**src/rtl/hazard_ctrl.sv**
```systemverilog
// rtl/hazard_ctrl.sv - pipeline hazard controller (load-use, branch, multi-cycle, dmem freeze); optional perf counters via HAZARD_PERF_EN
module hazard_ctrl #(
   parameter int MC_TIMEOUT = 64
) (
   input  logic        clk,
   input  logic        rst_n,
   input  logic [4:0]  id_rs1,
   input  logic [4:0]  id_rs2,
   input  logic        id_uses_rs1,
   input  logic        id_uses_rs2,
   input  logic [4:0]  ex_rd,
   input  logic        ex_mem_read,
   input  logic        ex_mc_start,
   input  logic        mc_done,
   input  logic        ex_branch_taken,
   input  logic        mem_req,
   input  logic        dmem_ready,
   output logic        pc_en,
   output logic        ifid_en,
   output logic        idex_en,
   output logic        exmem_en,
   output logic        memwb_en,
   output logic        ifid_flush,
   output logic        idex_bubble,
   output logic        exmem_bubble,
   output logic        mc_ack,
   output logic        mc_busy,
   output logic        mc_err,
   output logic [31:0] perf_stall_cnt,
   output logic [31:0] perf_flush_cnt
);

   localparam int CW = $clog2(MC_TIMEOUT + 1);

   typedef enum logic [0:0] {
      RUN     = 1'b0,
      MC_WAIT = 1'b1
   } state_t;

   state_t        state;
   state_t        state_nxt;
   logic [CW-1:0] tmo_cnt;
   logic [CW-1:0] tmo_cnt_nxt;
   logic          err_set;
   logic          freeze;
   logic          load_use;
   logic          tmo_hit;

   // A pending data-memory access freezes the whole pipe, including this FSM.
   assign freeze = mem_req & ~dmem_ready;

   // Load in EX whose destination is read by the instruction in ID; x0 never hazards.
   assign load_use = ex_mem_read && (ex_rd != 5'd0) &&
                     ((id_uses_rs1 && (id_rs1 == ex_rd)) ||
                      (id_uses_rs2 && (id_rs2 == ex_rd)));

   // The counter holds 1 in the first wait cycle, so it equals MC_TIMEOUT in the last one.
   assign tmo_hit = (tmo_cnt == CW'(MC_TIMEOUT));

   assign mc_busy = (state == MC_WAIT);

   // Prioritised stall/flush decode; outputs react in the same cycle as the inputs.
   always_comb begin
      state_nxt    = state;
      tmo_cnt_nxt  = tmo_cnt;
      err_set      = 1'b0;
      pc_en        = 1'b1;
      ifid_en      = 1'b1;
      idex_en      = 1'b1;
      exmem_en     = 1'b1;
      memwb_en     = 1'b1;
      ifid_flush   = 1'b0;
      idex_bubble  = 1'b0;
      exmem_bubble = 1'b0;
      mc_ack       = 1'b0;
      if (!rst_n) begin
         // While in reset nothing advances and every register is loaded with a NOP.
         pc_en        = 1'b0;
         ifid_en      = 1'b0;
         idex_en      = 1'b0;
         exmem_en     = 1'b0;
         memwb_en     = 1'b0;
         ifid_flush   = 1'b1;
         idex_bubble  = 1'b1;
         exmem_bubble = 1'b1;
      end else if (freeze) begin
         pc_en    = 1'b0;
         ifid_en  = 1'b0;
         idex_en  = 1'b0;
         exmem_en = 1'b0;
         memwb_en = 1'b0;
      end else if ((state == MC_WAIT) && (mc_done || tmo_hit)) begin
         // Release: the op result (or the abort) moves on with the pipe this cycle.
         mc_ack      = mc_done;
         state_nxt   = RUN;
         tmo_cnt_nxt = '0;
         err_set     = ~mc_done;
      end else if (state == MC_WAIT) begin
         pc_en        = 1'b0;
         ifid_en      = 1'b0;
         idex_en      = 1'b0;
         exmem_bubble = 1'b1;
         tmo_cnt_nxt  = tmo_cnt + CW'(1);
      end else if (ex_mc_start) begin
         // mc_done is deliberately ignored here; the op has only just started.
         pc_en        = 1'b0;
         ifid_en      = 1'b0;
         idex_en      = 1'b0;
         exmem_bubble = 1'b1;
         state_nxt    = MC_WAIT;
         tmo_cnt_nxt  = CW'(1);
      end else if (ex_branch_taken) begin
         // Branch wins over load-use: the ID instruction is on the wrong path anyway.
         ifid_flush  = 1'b1;
         idex_bubble = 1'b1;
      end else if (load_use) begin
         pc_en       = 1'b0;
         ifid_en     = 1'b0;
         idex_bubble = 1'b1;
      end
   end

   // FSM state, timeout counter and sticky error flag.
   always_ff @(posedge clk or negedge rst_n) begin
      if (!rst_n) begin
         state   <= RUN;
         tmo_cnt <= '0;
         mc_err  <= 1'b0;
      end else begin
         state   <= state_nxt;
         tmo_cnt <= tmo_cnt_nxt;
         if (err_set) begin
            mc_err <= 1'b1;
         end
      end
   end

`ifdef HAZARD_PERF_EN
   logic [31:0] stall_q;
   logic [31:0] flush_q;

   // Free-running event counters; they wrap naturally at 2^32.
   always_ff @(posedge clk or negedge rst_n) begin
      if (!rst_n) begin
         stall_q <= '0;
         flush_q <= '0;
      end else begin
         if (!pc_en) begin
            stall_q <= stall_q + 32'd1;
         end
         if (ifid_flush) begin
            flush_q <= flush_q + 32'd1;
         end
      end
   end

   assign perf_stall_cnt = stall_q;
   assign perf_flush_cnt = flush_q;
`else
   assign perf_stall_cnt = '0;
   assign perf_flush_cnt = '0;
`endif

endmodule
```
**config.mk**
```make
export PLATFORM = sky130hd
export DESIGN_NAME = hazard_ctrl
export DESIGN_NICKNAME = d
export VERILOG_FILES = /design/src/rtl/hazard_ctrl.sv
export SDC_FILE = /design/constraint.sdc
export NUM_CORES = 1
export LEC_CHECK = 0
export ABC_AREA = 1
export BUFFER_PORTS_ARGS = -buffer_cell sky130_fd_sc_hd__buf_2
export CAP_MARGIN = 20
export CORE_MARGIN = 1
export CORE_UTILIZATION = 40
export DETAILED_ROUTE_END_ITERATION = 10
export PLACE_DENSITY = 0.8
export SYNTH_ARGS = -nofsm -noshare
export SYNTH_HDL_FRONTEND = slang
export SYNTH_SLANG_ARGS = --single-unit
```
**constraint.sdc**
```tcl
create_clock -name clk -period 1.6 [get_ports clk]
set_clock_uncertainty 0.15 [all_clocks]
set_input_delay 0.16 -clock clk [delete_from_list [all_inputs] [get_ports clk]]
set_output_delay 0.16 -clock clk [all_outputs]
set_load 0.005 [all_outputs]
```
# == After elaboration in Yosys (flattened, before gate mapping) ==
# Index checks and enable logic that the tools add are counted.
# word_totals
reg_bits,9
latchBits,0
ramBits,0
rom_bits,0
input_bits,25
output_inout_bits,75
memories,0
# op_classes
add_sub_neg,1
n_mul,0
div,0
order_cmp,0
eq_ne,3
shifts,0
mux,41
bitwise,4
reduce_logical,11
# op_table
cell,count
$mux 1,38
$mux 7,3
$eq 5x5->1,2
$add 7x1->7 const B,1
$eq 7x7->1 const B,1
$logic_and 1x1->1,5
$reduce_bool 5->1,1
$not 1->1,3
$reduce_and 3->1,1
$reduce_bool 3->1,1
$logic_or 1x1->1,2
$reduce_and 2->1,1
$and 1x1->1,1

# == Depth between registers and ports, before layout ==
# logic_depth
word_depth,11
depth_mapped,11

# == Worst setup path before layout ==
# OpenSTA, ideal clock, no wires.
# synth_path
kind,flip-flop to output port
from,register tmo_cnt[0]
to,output pc_en
arrival_time_ns,1.233
setup_slack_ns,0.057
stages_incl_launch_ff,12
n_path_buf,1
path_cell_list,dfrtp_1 inv_1 ha_1 nand2_1 nor2_1 nand2_1 nand3_1 nand2_1 inv_1 nand2_1 inv_1 buf_4
# synth_via
elab_chain_len,6
# synth_lines
item,line_no,source
start: declaration,42,logic [CW-1:0] tmo_cnt;
start signal: assignment,131,tmo_cnt <= tmo_cnt_nxt;
$eq 7x7->1,58,assign tmo_hit = (tmo_cnt == CW'(MC_TIMEOUT));
$logic_or 1x1->1,92,end else if ((state == MC_WAIT) && (mc_done || tmo_hit)) begin
$logic_and 1x1->1,92,
$mux 1 (3 in a row),-,
end: declaration,18,"output logic pc_en,"
# Every way passes these cells.

# == Worst setup path after layout ==
# layout_path
from,register tmo_cnt[1]
to,register mc_err
# layout_via
elab_chain_len,6
# layout_lines
item,line_no,source
$eq 7x7->1,58,
$logic_or 1x1->1,92,
$logic_and 1x1->1,92,
$mux 1,92,
$mux 1,86,end else if (freeze) begin
$mux 1,76,if (!rst_n) begin
end signal: assignment,128,mc_err <= 1'b0;
end signal: assignment,133,mc_err <= 1'b1;
end: declaration,28,"output logic mc_err,"
# Every way passes these cells.
# A chain may end at the register's enable or synchronous reset.

==> results.md <==
* Status: complete, but fails checks
* Failing checks: setup timing
* Iteration-0 DRC Markers at 23
* Fmax at between 500 and 600 MHz
* Final Net Count at roughly 280
* Sink Count at 9
* Largest net degree at the start of global routing at 10
* Vias in the first global route at 920
* Most numerous cell in the Yosys netlist: buf_4
* Post-Synthesis Mean Instance Area at roughly 6.5 um2
* DRT Wirelength at ~2600 um
* Post-synth top area share at a little under two fifths
* Largest family of logic cells by synthesized area: buffers and inverters
* Most used DFF post-synth: dfrtp_1
* P&R area growth vs syn at 18.3%
* Hold Crit Class: in -> reg
* Area after DPL at approximately 0.0013 mm2
* Number of diodes at 0
* DR pass1 iterations at 4
* Initial Utilization at ~42%
* Root buffer cell: clkbuf_4
* Detailed Place HPWL at about 1900 um
* Register bit total from synthesis at 9
* Fin cells at ~300
* Placed instance count at roughly 280
* Initial antenna violation count at 0
* Final ANT Viol Nets at 0
* Final estimated routing congestion in global placement at 0.803
* Gate power share at about half
* DR vias at between 1000 and 1500
* FP Rows at 20
* Setup WS post-layout at -305 ps
* Setup Viol. Count Final at 7
* RSZ-0062 raised after global routing: true
* Number of distinct library cells after synthesis at 20
* Final Cell Area at about 0.0015 mm2
* Synth Area in Simple Gates at 22.5%
* Post-synth EDFFs at 0
* Post-route minimum period at around 1900 ps
* Vias/cell at 3.88
* Clock Latency Late Sink at ~270 ps
* Internal at approximately 560 uW
* Most instantiated cells after synthesis: buf_4, nand2_1, inv_1
* Largest fanout on the critical path at 3
* Multiplexer share of the synthesized area at 0%
* Remaining DRCs at 0
* Die H at 58.9 um
* FF-to-FF setup slack at -310 ps
* WHS at just under 90 ps
* Asr flop ratio synth at 100%
* Clock transition at path regs at 60 ps
* Io pins at 100
* Overall Global Routing Usage at ~14%
* Die area at ~0.0035 mm2
* Clock network power share at between 15 and 20%
* Final Cycle Share at 119%
* Setup TNS at -1370 ps
* Maximum Capacitance Violations at 0
* Port bufs at 35
* Sw Ratio at approximately 39%
* First-pass GRT wire length at ~3700 um
* Netlist Area Pre-Place at between 0.001 and 0.0015 mm2
* Area of the core at about 0.0031 mm2
* Post-Synth Adder-Cell Area at approximately 1.9%
* Sequential element share of the synthesized area at 17.4%
* Synth top area cells: buf_4, dfrtp_1, nand2_1
* Sequential power share at 30.9%
* Filler cell count at 320
* Power per Cell Area at between 500 and 600 mW/mm2
* Startpoint Class: flop
* Setup CP Type: reg -> reg
* CTS Buf Count at 3
* CTS H-Tree Depth at 1
* XOR/XNOR Fraction of Synth Area at approximately 3.4%
* Synth Instances at between 150 and 200
* CTS tree: built
* Die W at about 59 um
* GRT overflow at 0
* Post-synthesis compound-gate area fraction at around 7%
* Routed WL per cell at ~8.7 um
* Sw Pwr at about 360 uW
* Fin. Hold Viols at 0
* Worst path required time at 1630 ps
* Share of cells above drive strength 1 at roughly a third
* CP Capture Type: flop
* Max VDD drop at 0.000226 V
* Clock Tree Buf Depth at 2
* Fin. max-slew vios at 0
* P_leak at about 0.94 nW
* CP arrival at 1940 ps
* Yosys warnings at 0
* Dominant cell type by area after synthesis: buf_4
==> logic make-up after synthesis <==
kind of cell             count (synthesis)
AO/OA/AOI/OAI                           14
XOR/XNOR                                 5
adder cells (fa/ha/maj)                  2
buffers and inverters                   98
flip-flops                               9
other                                    1
AND/OR/NAND/NOR                         70
==> metrics by stage <==
step	utilization [%]	setup WS (ps)	power, mW
global placement	42.3	43.6	0.585
finish	50.2	-305	0.918
global route	50.2	-370	0.995
floorplan	-	57.1	0.596
detailed placement	42.3	-1.94	0.594
CTS	47.1	-226	0.845
==> cells in the final DEF (no fill, tap or decap), types with 3 or more instances in the layout <==
master,instances
nand2_2,5
o21ai_2,4
o21ai_0,4
nor2_1,13
xor2_1,3
nand3_1,6
buf_4,17
buf_2,33
conb_1,64
clkbuf_4,3
inv_2,5
dfrtp_1,9
inv_1,27
nand2_1,37
==> repair_timing <==
item	CTS	global route
pin swaps	7	8
buffers inserted	11	3
endpoints found under the setup margin	6	14
gates resized for setup	8	17
hold buffers	2	0
endpoints found under the hold margin	10	0
==> state kept, by name, summed over array words and instances, names as in the netlist <==
name,flops
mc_busy,1
mc_err,1
tmo_cnt,7
==> critical path: stages (launching register included) <==
cell     delay, ps
dfrtp_1        400
inv_2           60
ha_2           150
nand2_1         40
nor2_1         130
nand2_2        100
buf_4          140
buf_4          120
buf_4          120
buf_4          120
buf_4          130
o31ai_4        160
==> path summary, 6_finish.rpt <==
kind	cells past startpoint	to	start
hold reg to reg	2	mc_err	mc_err
max in group asynchronous	3	mc_err	rst_n
hold / removal	3	mc_err	rst_n
setup / recovery	11	mc_err	tmo_cnt[1]
min in group asynchronous	3	tmo_cnt[4]	rst_n
setup reg to reg	11	mc_err	tmo_cnt[1]
==> routing by layer <==
layer	wire length (um)	share of wire (%)	global-route usage [%]	vias to the layer above
li1	-	-	-	575
met1	918	36	13.5	512
met2	1440	56	28.4	65
met3	167	6.5	1.98	4
met4	59	2.3	10.2	0
met5	0	0	0	-
==> final cells by class <==
| class | instances | area [um2] | area share, % |
|---|---|---|---|
| repair buffers | 54 | 335 | 21.9 |
| well taps | 44 | 55.1 | 3.59 |
| multi-input cells | 155 | 772 | 50.3 |
| flip-flops and latches | 9 | 225 | 14.7 |
| clock buffers | 4 | 26.3 | 1.71 |
| inverters | 32 | 120 | 7.83 |
==> power groups by stage <==
stage / clock network [mW] / logic [mW] / registers [mW]
CTS: 0.187 / 0.379 / 0.279
global placement: 0 / 0.299 / 0.285
global route: 0.204 / 0.504 / 0.287
detailed placement: 0 / 0.305 / 0.289
finish: 0.183 / 0.451 / 0.284
floorplan: 0 / 0.310 / 0.286
Power figures use the tool's default switching activity.
